File: config.mk
export PLATFORM = sky130hd
export DESIGN_NAME = ro_pair_sequencer
export DESIGN_NICKNAME = d
export VERILOG_FILES = /design/src/rtl/ro_pair_sequencer.sv
export SDC_FILE = /design/constraint.sdc
export NUM_CORES = 1
export LEC_CHECK = 0
export CELL_PAD_IN_SITES_DETAIL_PLACEMENT = 1
export CELL_PAD_IN_SITES_GLOBAL_PLACEMENT = 1
export CORE_ASPECT_RATIO = 1.25
export CORE_MARGIN = 5
export CORE_UTILIZATION = 30
export CTS_CLUSTER_SIZE = 25
export DETAILED_ROUTE_END_ITERATION = 8
export GPL_ROUTABILITY_DRIVEN = 0
export GPL_TIMING_DRIVEN = 0
export PLACE_DENSITY = 0.71
export SLEW_MARGIN = 20
export SYNTH_ARGS = -nofsm -noshare
export SYNTH_HDL_FRONTEND = slang
export SYNTH_SLANG_ARGS = --single-unit
File: constraint.sdc
create_clock -name clk_ref -period 7.8 [get_ports clk_ref]
set_clock_uncertainty 0.05 [all_clocks]
set_input_delay 1.95 -clock clk_ref [delete_from_list [all_inputs] [get_ports clk_ref]]
set_output_delay 1.95 -clock clk_ref [all_outputs]
set_load 0.005 [all_outputs]
File: src/rtl/ro_pair_sequencer.sv
// RO-PUF pair sequencer: steps a shared toggle counter across RO pairs
// and assembles the response, tie and timeout flags.
module ro_pair_sequencer #(
    parameter int N_PAIRS       = 16,
    parameter int SEL_W         = 6,
    parameter int SETTLE_CYCLES = 4,
    parameter int TIMEOUT_SLACK = 16
) (
    input  logic               clk_ref,
    input  logic               rst,
    input  logic               req,
    input  logic [31:0]        window_cycles,
    output logic [SEL_W-1:0]   ro_sel,
    output logic               ro_en,
    output logic               ctr_start,
    output logic [31:0]        ctr_window,
    input  logic [31:0]        ctr_count,
    input  logic               ctr_done,
    output logic               busy,
    output logic [N_PAIRS-1:0] response,
    output logic [N_PAIRS-1:0] tie,
    output logic               err,
    output logic               valid
);

    localparam int PW = (N_PAIRS > 1) ? $clog2(N_PAIRS) : 1;
    localparam int SW = (SETTLE_CYCLES > 1) ? $clog2(SETTLE_CYCLES) : 1;

    typedef enum logic [2:0] {
        S_IDLE,
        S_SELECT,
        S_START,
        S_WAIT,
        S_STORE,
        S_DONE
    } state_t;

    state_t         state;
    state_t         next;
    logic [PW-1:0]  pair;
    logic           phase;
    logic [SW-1:0]  settle;
    logic [32:0]    tmo;
    logic [32:0]    tmo_inc;
    logic [32:0]    thr;
    logic [31:0]    cnt_a;
    logic [31:0]    cnt_b;
    logic           settle_last;
    logic           last_pair;
    logic           timeout;
    logic           active;

    assign settle_last = (settle == SW'(SETTLE_CYCLES - 1));
    assign last_pair   = (pair == PW'(N_PAIRS - 1));
    // 33-bit threshold so a window near 2^32-1 cannot wrap to a tiny limit
    assign thr         = {1'b0, ctr_window} + 33'(TIMEOUT_SLACK);
    assign tmo_inc     = tmo + 33'd1;
    assign timeout     = (tmo_inc > thr);

    always_comb begin
        next = state;
        unique case (state)
            S_IDLE:   if (req) next = S_SELECT;
            S_SELECT: if (settle_last) next = S_START;
            S_START:  next = S_WAIT;
            S_WAIT: begin
                if (ctr_done)     next = S_STORE;
                else if (timeout) next = S_DONE;
            end
            S_STORE:  next = (phase && last_pair) ? S_DONE : S_SELECT;
            S_DONE:   next = S_IDLE;
            default:  next = S_IDLE;
        endcase
    end

    always_comb begin
        active    = (state == S_SELECT) || (state == S_START) ||
                    (state == S_WAIT)   || (state == S_STORE);
        ro_en     = active;
        busy      = active;
        ctr_start = (state == S_START);
        ro_sel    = active ? SEL_W'({pair, phase}) : '0;
    end

    always_ff @(posedge clk_ref) begin
        if (rst) begin
            state      <= S_IDLE;
            pair       <= '0;
            phase      <= 1'b0;
            settle     <= '0;
            tmo        <= '0;
            cnt_a      <= '0;
            cnt_b      <= '0;
            ctr_window <= '0;
            response   <= '0;
            tie        <= '0;
            err        <= 1'b0;
            valid      <= 1'b0;
        end else begin
            state <= next;
            // timer reads 0 during START and counts edges since the pulse
            tmo   <= ((state == S_START) || (state == S_WAIT)) ? tmo_inc : '0;
            unique case (state)
                S_IDLE: begin
                    if (req) begin
                        ctr_window <= window_cycles;
                        pair       <= '0;
                        phase      <= 1'b0;
                        settle     <= '0;
                        response   <= '0;
                        tie        <= '0;
                        err        <= 1'b0;
                        valid      <= 1'b0;
                    end
                end
                S_SELECT: settle <= settle_last ? '0 : settle + SW'(1);
                S_WAIT: begin
                    if (ctr_done) begin
                        if (phase) cnt_b <= ctr_count;
                        else       cnt_a <= ctr_count;
                    end else if (timeout) begin
                        err   <= 1'b1;
                        valid <= 1'b1;
                    end
                end
                S_STORE: begin
                    if (!phase) begin
                        phase <= 1'b1;
                    end else begin
                        response[pair] <= (cnt_a > cnt_b);
                        tie[pair]      <= (cnt_a == cnt_b);
                        if (last_pair) begin
                            valid <= 1'b1;
                        end else begin
                            pair  <= pair + PW'(1);
                            phase <= 1'b0;
                        end
                    end
                end
                default: ;
            endcase
        end
    end

endmodule
==> out/qor.txt <==
final hold slack: 403.5 ps
synthesized area: 0.008940 mm2
Post-synth top flop: sky130_fd_sc_hd__dfxtp_1
number of cell instances on the worst register-to-register path: 13
Worst EP required: 5800 ps
fraction of the mapped netlist area in compound gates: 14.21%
instance count along the most critical hold path: 2
flip-flop and latch count after synthesis: 173
Comb pwr share: 11.1%
number of iterations in the first detailed-routing pass: 4
DP Wirelength: 22.25 mm
time the final worst path needs with I/O delays and setup: 4387 ps
sequential power share: 46.3%
total number of vias: 8230
worst supply voltage drop on vdd: 0.1281 mV
CTS tree: done
Tcrit/Tclk final: 56.24%
max frequency: 0.2280 GHz
sort of element at the start of the critical path: flip-flop
area of the placeable core: 0.02934 mm2
remaining design rule violation count: 0
met3 track utilization from global routing: 4.000%
number of global-route vias before repair: 8730
# rows: 70
grt total ovfl: 0
count of boundary I/O pins: 143
layer with the highest usage after global routing: met2
number of cells upsized or downsized after cts: 0
post-CTS clock slew at the launch and capture registers of the worst setup and hold paths: 70 ps
fraction of the yosys area taken by sequential cells: 38.74%
total of fill cells in the finished design: 3578
ANT cells: 0
most frequent cells after synthesis: sky130_fd_sc_hd__nand2_1, sky130_fd_sc_hd__dfxtp_1, sky130_fd_sc_hd__a21oi_1, sky130_fd_sc_hd__ha_1, sky130_fd_sc_hd__nor2_1
Worst Setup Path Type: flip-flop to output pin
Post-Syn Nets: 1251
max_cap viols: 0
met2 layer usage reported by global route: 32.36%
area post-placement: 0.01085 mm2
Max Fanout on Critical Path: 7
arrival time of the worst setup path: 2390 ps
P_sw: 525.0 uW
Net count, final: 1411
Internal Pwr Total: 1.462 mW
count of yosys warnings during synthesis: 0
largest family of logic cells by synthesized area: simple AND/OR/NAND/NOR gates
Avg Synthesized Cell Area: 8.047 um2
setup violators final: 0
Hold-fix buffers, CTS: 0
number of clock sinks seen by CTS: 173
area of the multi-input gates: 0.005069 mm2
net switching fraction of the power: 26.42%
Post-Synth Adder-Cell Area: 10.08%
count of nets left with antenna violations after detail routing: 0
final worst slack: 3413 ps
drt total wl: 28.25 mm
level count of the clock H-tree: 4
most used standard cell by instance count after synthesis: sky130_fd_sc_hd__nand2_1
type of the tightest min-delay check: flip-flop to flip-flop
routed length per instance: 16.82 um
Slew headroom: 53.68%
area taken by flip-flops and latches: 0.003463 mm2
static power due to leakage: 4.113 nW
Post-Syn Instances: 1111
setup repair after global routing missed its margin: no
All-Layer GR Usage: 16.91%
xor/xnor share of the synthesized area: 5.878%
Final Non-Filler Cells: 1680
library cell occupying the most area in the post-synthesis netlist: sky130_fd_sc_hd__dfxtp_1
number of enable flip-flop cells after synthesis: 0
clock buffers created by TritonCTS: 17
Die Span X: 164.4 um
wire length of the first global-routing pass: 45.00 mm
share of cell area taken by muxes after synthesis: 0.1260%
Netlist cell types: 51
Clk Latency, worst-skew pair: 440 ps
First DRT Iteration DRCs: 288
total power divided by cell area: 173.8 mW/mm2
final max-slew violation count: 0
IO Port Bufs: 141
Worst setup EP type: output pin
Bufs on Longest Clock Path: 2
clock power share: 42.6%
Worst Tran Pin Value: 692.3 ps
growth of design area from synthesis to finish: 27.85%
antenna violations before repair: 2
met1 track demand over resource in global routing: 18.48%
post-placement cell count: 1648
simple-gate area share of the yosys netlist: 26.37%
share of layout cells above drive strength 1: 4.595%
via count normalized by instance count: 4.899
area share of the largest cell type after synthesis: 38.74%
height of the die: 203 um
initial core utilization: 30.47%
final std cell area, no fill: 0.01143 mm2
result of the run: complete, no violations
post-placement setup slack: 3677 ps
Final Total Pwr: 1.987 mW
die outline area: 0.03337 mm2
final cell utilization of the core: 38.96%
Root Buffer Master: sky130_fd_sc_hd__clkbuf_16
biggest area contributors in the synthesized netlist: sky130_fd_sc_hd__dfxtp_1, sky130_fd_sc_hd__ha_1, sky130_fd_sc_hd__nand2_1, sky130_fd_sc_hd__a21oi_1, sky130_fd_sc_hd__xor2_1
Fin. Hold Viols: 0
maximum number of pins on one net before global-route repair: 17
total negative slack: 0 ps
share of flip-flops with an asynchronous set or reset: 0%
Setup Buffers After CTS: 0
==> state kept, by name, summed over array words and instances (netlist names), 2 cells and up <==
signal / count
tmo: 33
ctr_window: 32
response: 16
settle: 2
pair: 4
tie: 16
cnt_b: 32
state: 3
cnt_a: 32
==> cell families after synthesis <==
| kind of cell | Yosys count |
|---|---|
| buffers and inverters | 102 |
| XOR/XNOR | 60 |
| flip-flops | 173 |
| adder cells (fa/ha/maj) | 72 |
| multiplexers | 1 |
| AND/OR/NAND/NOR | 483 |
| AO/OA/AOI/OAI | 219 |
| other | 1 |
==> path summary, 6_finish.rpt <==
kind	start	to	slack, ps
setup / recovery	state[1]	ro_sel[0]	3410
hold / removal	cnt_b[26]	cnt_b[26]	400
setup reg to reg	ctr_window[14]	valid	3670
hold reg to reg	cnt_b[26]	cnt_b[26]	400
==> power by group through the flow <==
| stage | Clock (mW) | Sequential [mW] | Combinational (mW) |
|---|---|---|---|
| 2_1_floorplan | 0 | 0.935 | 0.110 |
| 3_3_place_gp | 0 | 0.940 | 0.220 |
| 3_5_place_dp | 0 | 0.941 | 0.225 |
| 4_1_cts | 0.872 | 0.920 | 0.226 |
| 5_1_grt | 0.909 | 0.922 | 0.244 |
| 6_report | 0.847 | 0.920 | 0.221 |
==> cells in the final DEF, fill, tap and decap left out, types with 6 or more instances in the layout <==
cell / n
sky130_fd_sc_hd__nand4_1: 26
sky130_fd_sc_hd__xnor2_1: 28
sky130_fd_sc_hd__buf_2: 7
sky130_fd_sc_hd__o31ai_1: 16
sky130_fd_sc_hd__nor3_1: 13
sky130_fd_sc_hd__nand3b_1: 17
sky130_fd_sc_hd__ha_1: 72
sky130_fd_sc_hd__clkbuf_16: 17
sky130_fd_sc_hd__nand2_1: 234
sky130_fd_sc_hd__clkdlybuf4s50_1: 141
sky130_fd_sc_hd__nor2b_1: 34
sky130_fd_sc_hd__and4_1: 6
sky130_fd_sc_hd__inv_1: 49
sky130_fd_sc_hd__and3_1: 18
sky130_fd_sc_hd__xor2_1: 32
sky130_fd_sc_hd__dfxtp_1: 173
sky130_fd_sc_hd__a21oi_1: 123
sky130_fd_sc_hd__nand3_1: 36
sky130_fd_sc_hd__nor2_1: 56
sky130_fd_sc_hd__a22oi_1: 20
sky130_fd_sc_hd__clkbuf_1: 42
sky130_fd_sc_hd__o21ai_0: 32
sky130_fd_sc_hd__a21o_1: 8
sky130_fd_sc_hd__clkinv_4: 6
sky130_fd_sc_hd__o211ai_1: 6
sky130_fd_sc_hd__and2_1: 18
==> layout make-up <==
cell class / count / area share (%)
Buffer: 53 / 1.960
Clock buffer: 19 / 3.963
Clock inverter: 13 / 1.138
Inverter: 49 / 1.609
Multi-Input combinational cell: 836 / 44.35
Sequential cell: 173 / 30.30
Tap cell: 396 / 4.335
Timing Repair Buffer: 141 / 12.35
==> worst max-delay path, cell delays in order (launching register included) <==
cell and delay (ps):
sky130_fd_sc_hd__dfxtp_1 430, sky130_fd_sc_hd__nor2_1 170, sky130_fd_sc_hd__xnor2_1 550, sky130_fd_sc_hd__and2_1 260, sky130_fd_sc_hd__clkdlybuf4s50_1 540
==> layer usage <==
metal  part of all wire, %  vias to the layer above
li1                      -                     4120
met1                    40                     3952
met2                    54                      120
met3                   4.3                       34
met4                   1.6                        4
met5                 0.088                        -
(Power assumes the default switching activity.)
